<file path="config.mk">
export PLATFORM = sky130hd
export DESIGN_NAME = bin_to_bcd_flat
export DESIGN_NICKNAME = d
export VERILOG_FILES = /design/src/rtl/bin_to_bcd_pkg.sv /design/src/rtl/bin_to_bcd_if.sv /design/src/rtl/bcd_digit_adj.sv /design/src/rtl/bin_to_bcd.sv /design/src/flat_wrapper.sv
export SDC_FILE = /design/constraint.sdc
export NUM_CORES = 1
export LEC_CHECK = 0
export BUFFER_PORTS_ARGS = -buffer_cell sky130_fd_sc_hd__buf_2
export CAP_MARGIN = 15
export CELL_PAD_IN_SITES_DETAIL_PLACEMENT = 0
export CELL_PAD_IN_SITES_GLOBAL_PLACEMENT = 1
export CORE_UTILIZATION = 46
export CTS_BUF_LIST = sky130_fd_sc_hd__clkbuf_2 sky130_fd_sc_hd__clkbuf_4 sky130_fd_sc_hd__clkbuf_8
export DETAILED_ROUTE_END_ITERATION = 8
export PLACE_DENSITY_LB_ADDON = 0.1
export SKIP_LAST_GASP = 1
export SYNTH_ARGS = -nofsm -noshare
export SYNTH_HDL_FRONTEND = slang
export SYNTH_SLANG_ARGS = --single-unit
</file>
<file path="constraint.sdc">
create_clock -name clk -period 2 [get_ports clk]
set_clock_uncertainty 0.1 [all_clocks]
set_input_delay 0.4 -clock clk [delete_from_list [all_inputs] [get_ports clk]]
set_output_delay 0.4 -clock clk [all_outputs]
set_load 0.01 [all_outputs]
</file>
<file path="src/rtl/bin_to_bcd_pkg.sv">
// Shared types and constants for the bin_to_bcd converter.
// Imported by the digit adjuster and the top level.
package bin_to_bcd_pkg;

  typedef enum logic {
    IDLE  = 1'b0,
    SHIFT = 1'b1
  } state_t;

  localparam logic [3:0] ADJ_TH  = 4'd5;
  localparam logic [3:0] ADJ_INC = 4'd3;

  function automatic int cnt_w(input int n);
    return $clog2(n + 1);
  endfunction

endpackage

</file>
<file path="src/rtl/bin_to_bcd_if.sv">
// start/done handshake bundle between a requester
// and the binary-to-BCD converter.
interface bin_to_bcd_if #(
  parameter int BIN_W  = 16,
  parameter int DIGITS = 5
) ();

  logic                  start;
  logic [BIN_W-1:0]      bin;
  logic                  busy;
  logic                  done;
  logic [4*DIGITS-1:0]   bcd;
  logic                  overflow;

  modport master (
    output start, bin,
    input  busy, done, bcd, overflow
  );

  modport slave (
    input  start, bin,
    output busy, done, bcd, overflow
  );

endinterface

</file>
<file path="src/rtl/bcd_digit_adj.sv">
// Double-dabble digit correction: add 3 when the digit is 5 or more.
// Purely combinational, 4-bit wrap.
module bcd_digit_adj
  import bin_to_bcd_pkg::*;
(
  input  logic [3:0] d,
  output logic [3:0] q
);

  always_comb begin
    q = d;
    if (d >= ADJ_TH) q = d + ADJ_INC;
  end

endmodule

</file>
<file path="src/rtl/bin_to_bcd.sv">
// Sequential shift-and-add-3 binary-to-BCD converter,
// one input bit per clock under a start/done handshake.
module bin_to_bcd
  import bin_to_bcd_pkg::*;
#(
  parameter int BIN_W  = 16,
  parameter int DIGITS = 5
) (
  input  logic clk,
  input  logic rst_n,
  bin_to_bcd_if.slave io
);

  localparam int BW = 4 * DIGITS;
  localparam int W  = BW + BIN_W;
  localparam int CW = cnt_w(BIN_W);
  localparam logic [CW-1:0] LAST = CW'(BIN_W - 1);

  state_t          state, state_n;
  logic [W-1:0]    work, work_n;
  logic [W-1:0]    adj_w, sh_w;
  logic [CW-1:0]   cnt, cnt_n;
  logic            acc, acc_n;
  logic            out_bit;
  logic [BW-1:0]   bcd_q, bcd_n;
  logic            ovf_q, ovf_n;
  logic            done_q, done_n;
  logic            busy_q, busy_n;

  for (genvar k = 0; k < DIGITS; k++) begin : g_adj
    bcd_digit_adj u_adj (
      .d (work[BIN_W+4*k +: 4]),
      .q (adj_w[BIN_W+4*k +: 4])
    );
  end

  assign adj_w[BIN_W-1:0] = work[BIN_W-1:0];
  assign sh_w    = {adj_w[W-2:0], 1'b0};
  assign out_bit = adj_w[W-1];

  always_comb begin
    state_n = state;
    work_n  = work;
    cnt_n   = cnt;
    acc_n   = acc;
    bcd_n   = bcd_q;
    ovf_n   = ovf_q;
    done_n  = 1'b0;
    unique case (1'b1)
      (state == IDLE): begin
        if (io.start) begin
          state_n = SHIFT;
          work_n  = {{BW{1'b0}}, io.bin};
          cnt_n   = '0;
          acc_n   = 1'b0;
        end
      end
      (state == SHIFT): begin
        work_n = sh_w;
        cnt_n  = cnt + CW'(1);
        acc_n  = acc | out_bit;
        if (cnt == LAST) begin
          state_n = IDLE;
          bcd_n   = sh_w[W-1 -: BW];
          ovf_n   = acc | out_bit;
          done_n  = 1'b1;
        end
      end
      default: state_n = IDLE;
    endcase
    busy_n = (state_n == SHIFT);
  end

  always_ff @(posedge clk or negedge rst_n) begin
    if (!rst_n) begin
      state  <= IDLE;
      work   <= '0;
      cnt    <= '0;
      acc    <= 1'b0;
      bcd_q  <= '0;
      ovf_q  <= 1'b0;
      done_q <= 1'b0;
      busy_q <= 1'b0;
    end else begin
      state  <= state_n;
      work   <= work_n;
      cnt    <= cnt_n;
      acc    <= acc_n;
      bcd_q  <= bcd_n;
      ovf_q  <= ovf_n;
      done_q <= done_n;
      busy_q <= busy_n;
    end
  end

  assign io.busy     = busy_q;
  assign io.done     = done_q;
  assign io.bcd      = bcd_q;
  assign io.overflow = ovf_q;

endmodule

</file>
<file path="src/flat_wrapper.sv">
// flat-port wrapper written by rule: the top's interface ports become plain ports
module bin_to_bcd_flat import bin_to_bcd_pkg::*;
#(
  parameter int BIN_W  = 16,
  parameter int DIGITS = 5
)
  (clk, rst_n, io_start, io_bin, io_busy, io_done, io_bcd, io_overflow);
  bin_to_bcd_if #(.BIN_W(BIN_W), .DIGITS(DIGITS)) io_i ();
  input  logic clk;
  input  logic rst_n;
  input wire logic [$bits(io_i.start)-1:0] io_start;
  input wire logic [$bits(io_i.bin)-1:0] io_bin;
  output wire logic [$bits(io_i.busy)-1:0] io_busy;
  output wire logic [$bits(io_i.done)-1:0] io_done;
  output wire logic [$bits(io_i.bcd)-1:0] io_bcd;
  output wire logic [$bits(io_i.overflow)-1:0] io_overflow;
  assign io_i.start = io_start;
  assign io_i.bin = io_bin;
  assign io_busy = io_i.busy;
  assign io_done = io_i.done;
  assign io_bcd = io_i.bcd;
  assign io_overflow = io_i.overflow;
  bin_to_bcd #(.BIN_W(BIN_W), .DIGITS(DIGITS)) u_core (.clk(clk), .rst_n(rst_n), .io(io_i));
endmodule
</file>
==> results.sh <==
export IMPL_die_h_um=88.49
export IMPL_area_growth_pct=17.42
export IMPL_cts_buffer_depth=2
export IMPL_ys_top_cells_by_count="65 x dfrtp_1, 58 x nand2_1, 34 x o21ai_0, 23 x nand3_1, 17 x mux2i_1"
export IMPL_cp_start_kind="flip-flop"
export IMPL_critPathArrivalTime_ns=2.09
export IMPL_finalCritPeriodShare_pct=96.27
export IMPL_tightest_slew_ns=0.4909
export IMPL_first_pass_iters=4
export IMPL_routed_via_density=5.557
export IMPL_drc=0
export IMPL_gp_congestion=0.7794
export IMPL_irDropWorstVdd_mv=0.5968
export IMPL_maxCapViolations=0
export IMPL_routed_via_count=2845
export IMPL_grt_pass1_wl_um=13100
export IMPL_synthArstFlopShare_pct=100.0
export IMPL_root_buffer="clkbuf_8"
export IMPL_drtAntennaViolNets=0
export IMPL_synth_enable_flop_cells=0
export IMPL_hold_viol=0
export IMPL_wire_per_inst_um=15.32
export IMPL_hold_ws_ns=0.2179
export IMPL_ys_ff_latch=65
export IMPL_max_slew_margin_rel_pct=66.93
export IMPL_netlist_top_cells_area="dfrtp_1 47%, nand2_1 6.3%, mux2i_1 4.9%, o21ai_0 4.9%, ha_1 4.4%"
export IMPL_io_pins=42
export IMPL_drt_total_wl_um=7846
export IMPL_dpl_hpwl_um=5304
export IMPL_finalMaxSlewViolations=0
export IMPL_syn_inst=362
export IMPL_grt_pass1_vias=2686
export IMPL_cts_sinks=65
export IMPL_synth_avg_cell_area_um2=9.505
export IMPL_die_w_um=88.49
export IMPL_grt_max_degree=30
export IMPL_n_antenna_cell=0
export IMPL_grt_overflow=0
export IMPL_synth_most_common_cell="dfrtp_1"
export IMPL_numCtsBuffers=9
export IMPL_worstSetupEndpointType="flip-flop"
export IMPL_htreeDepth=3
export IMPL_synth_area_um2=3441
export IMPL_synthFlopType="dfrtp_1"
export IMPL_seq_area_frac_synth_pct=47.27
export IMPL_status="finished, final reports clean"
export IMPL_yosysWarnings=0
export IMPL_nNetsFinal=441
export IMPL_synth_area_leader_cell="dfrtp_1"
export IMPL_path_class="reg -> reg"
export IMPL_dr_first_iter_drc_count=150
export IMPL_clk_latency_ns=0.33
export IMPL_final_util_pct=55.70
export IMPL_syn_num_nets=393
export IMPL_cts_tree="built"
export IMPL_fin_crit_ns=1.925
export IMPL_final_cells=512
export IMPL_power_leakage_nw=1.829
export IMPL_yosysTopAreaCellShare_pct=47.27
export IMPL_num_rows=31
export IMPL_hp_class="in -> reg"
export IMPL_clkSlewWorstSetupHoldPaths_ns=0.07
export IMPL_path_max_fanout=7
export IMPL_start_util_pct=47.44
export IMPL_grt_usage_pct=21.91
export IMPL_cp_required_ns=2.17
export IMPL_placedCellCount=489
export IMPL_synth_cell_types=39
export IMPL_pwr_density_cell_nw_per_um2=1546
export IMPL_port_buffers=41
export IMPL_fmax_ghz=0.5194
export IMPL_die_area_um2=7830
export IMPL_setup_viol_count_final=0
export IMPL_antenna_found_initial=0
export IMPL_core_um2=7253
export IMPL_drive_above_1_share_pct=20.82
-- where the power goes --
part	switching (mW)	total [mW]	internal, mW
Clock	0.464	1.01	0.547
Sequential	0.583	2.49	1.91
Combinational	1.56	2.74	1.19
Total	2.60	6.25	3.64
-- worst max-delay path: stages, from the launching register on --
cell and delay, ns:
dfrtp_1 0.38, ha_2 0.20, and3_1 0.17, ha_2 0.20, nand2_4 0.10, buf_4 0.16, or4_1 0.50, nand3_1 0.08
-- final cells by class --
class / instances / area [um2]
sequential: 65 / 1628
multi-input combinational: 254 / 1634
tap: 99 / 123.9
clock buffer: 14 / 173.9
fill: 686 / 3213
inverter: 14 / 56.30
timing repair buffer: 66 / 424.2
-- logic make-up after synthesis --
logic type | count (synthesis) | share of synthesized area [%]
simple gates | 127 | 18.07
flops | 65 | 47.27
buf+inv | 43 | 5.491
xor+xnor | 2 | 0.5092
mux | 17 | 4.945
compound gates | 96 | 19.35
fa+ha+maj | 12 | 4.364
-- cells in the final DEF, fill, tap and decap left out, types with 5 or more instances in the layout --
cell	count
ha_1	10
buf_2	41
nand2_1	58
a211oi_1	5
nor2_1	5
a21oi_1	6
buf_4	21
inv_1	13
o22ai_1	6
mux2i_1	17
nand2b_1	7
clkbuf_8	11
a2111o_1	8
a31oi_1	5
nand3_1	23
dfrtp_1	64
nor3b_1	7
o31ai_1	11
o21ai_0	34
nor2b_1	8
-- flip-flops by register name, summed over array words and instances, names as in the netlist --
register,flops
u_core.acc,1
u_core.cnt,5
u_core.io.bcd,20
u_core.io.done,1
u_core.io.overflow,1
u_core.state,1
u_core.work,36
-- path summary, 6_finish.rpt --
kind | start | slack [ns] | to | depth (start not counted)
min reg2reg | u_core.io.bcd[0] | 0.37 | u_core.io.bcd[0] | 2
max reg2reg | u_core.cnt[0] | 0.07 | u_core.io.bcd[4] | 7
max in group asynchronous | rst_n | 0.88 | u_core.state | 3
max | u_core.cnt[0] | 0.07 | u_core.io.bcd[4] | 7
min | io_bin[0] | 0.22 | u_core.work[0] | 3
min in group asynchronous | rst_n | 0.40 | u_core.io.bcd[6] | 2
-- metrics by stage --
stage,total power [mW],instance area [um2],setup slack [ns],setup TNS (ns)
finish,6.246,4040,0.07459,0
CTS,6.252,4005,0.003514,0
global placement,5.124,3780,0.002777,0
global route,6.819,4040,-0.01023,-0.01414
floorplan,4.377,3441,0.1444,0
detailed placement,5.191,3780,-0.1036,-0.3342
-- per-layer routing --
metal  up-vias  wire [um]  global-route usage, %
met5         -          0                      0
met3        14        193                  3.825
met2        50       3661                  34.41
met1      1371       3840                  29.93
met4         0        150                  9.238
li1       1410          -                      -
-- repair_timing --
action | in CTS | in global routing
pin swaps | 1 | 6
setup buffers | 5 | 3
cloned | 0 | 0
hold buffers | 1 | 0
setup endpoints to repair | 5 | 8
resized for setup | 1 | 6
endpoints found under the hold margin | 8 | 0
Power figures use the tool's default switching activity.
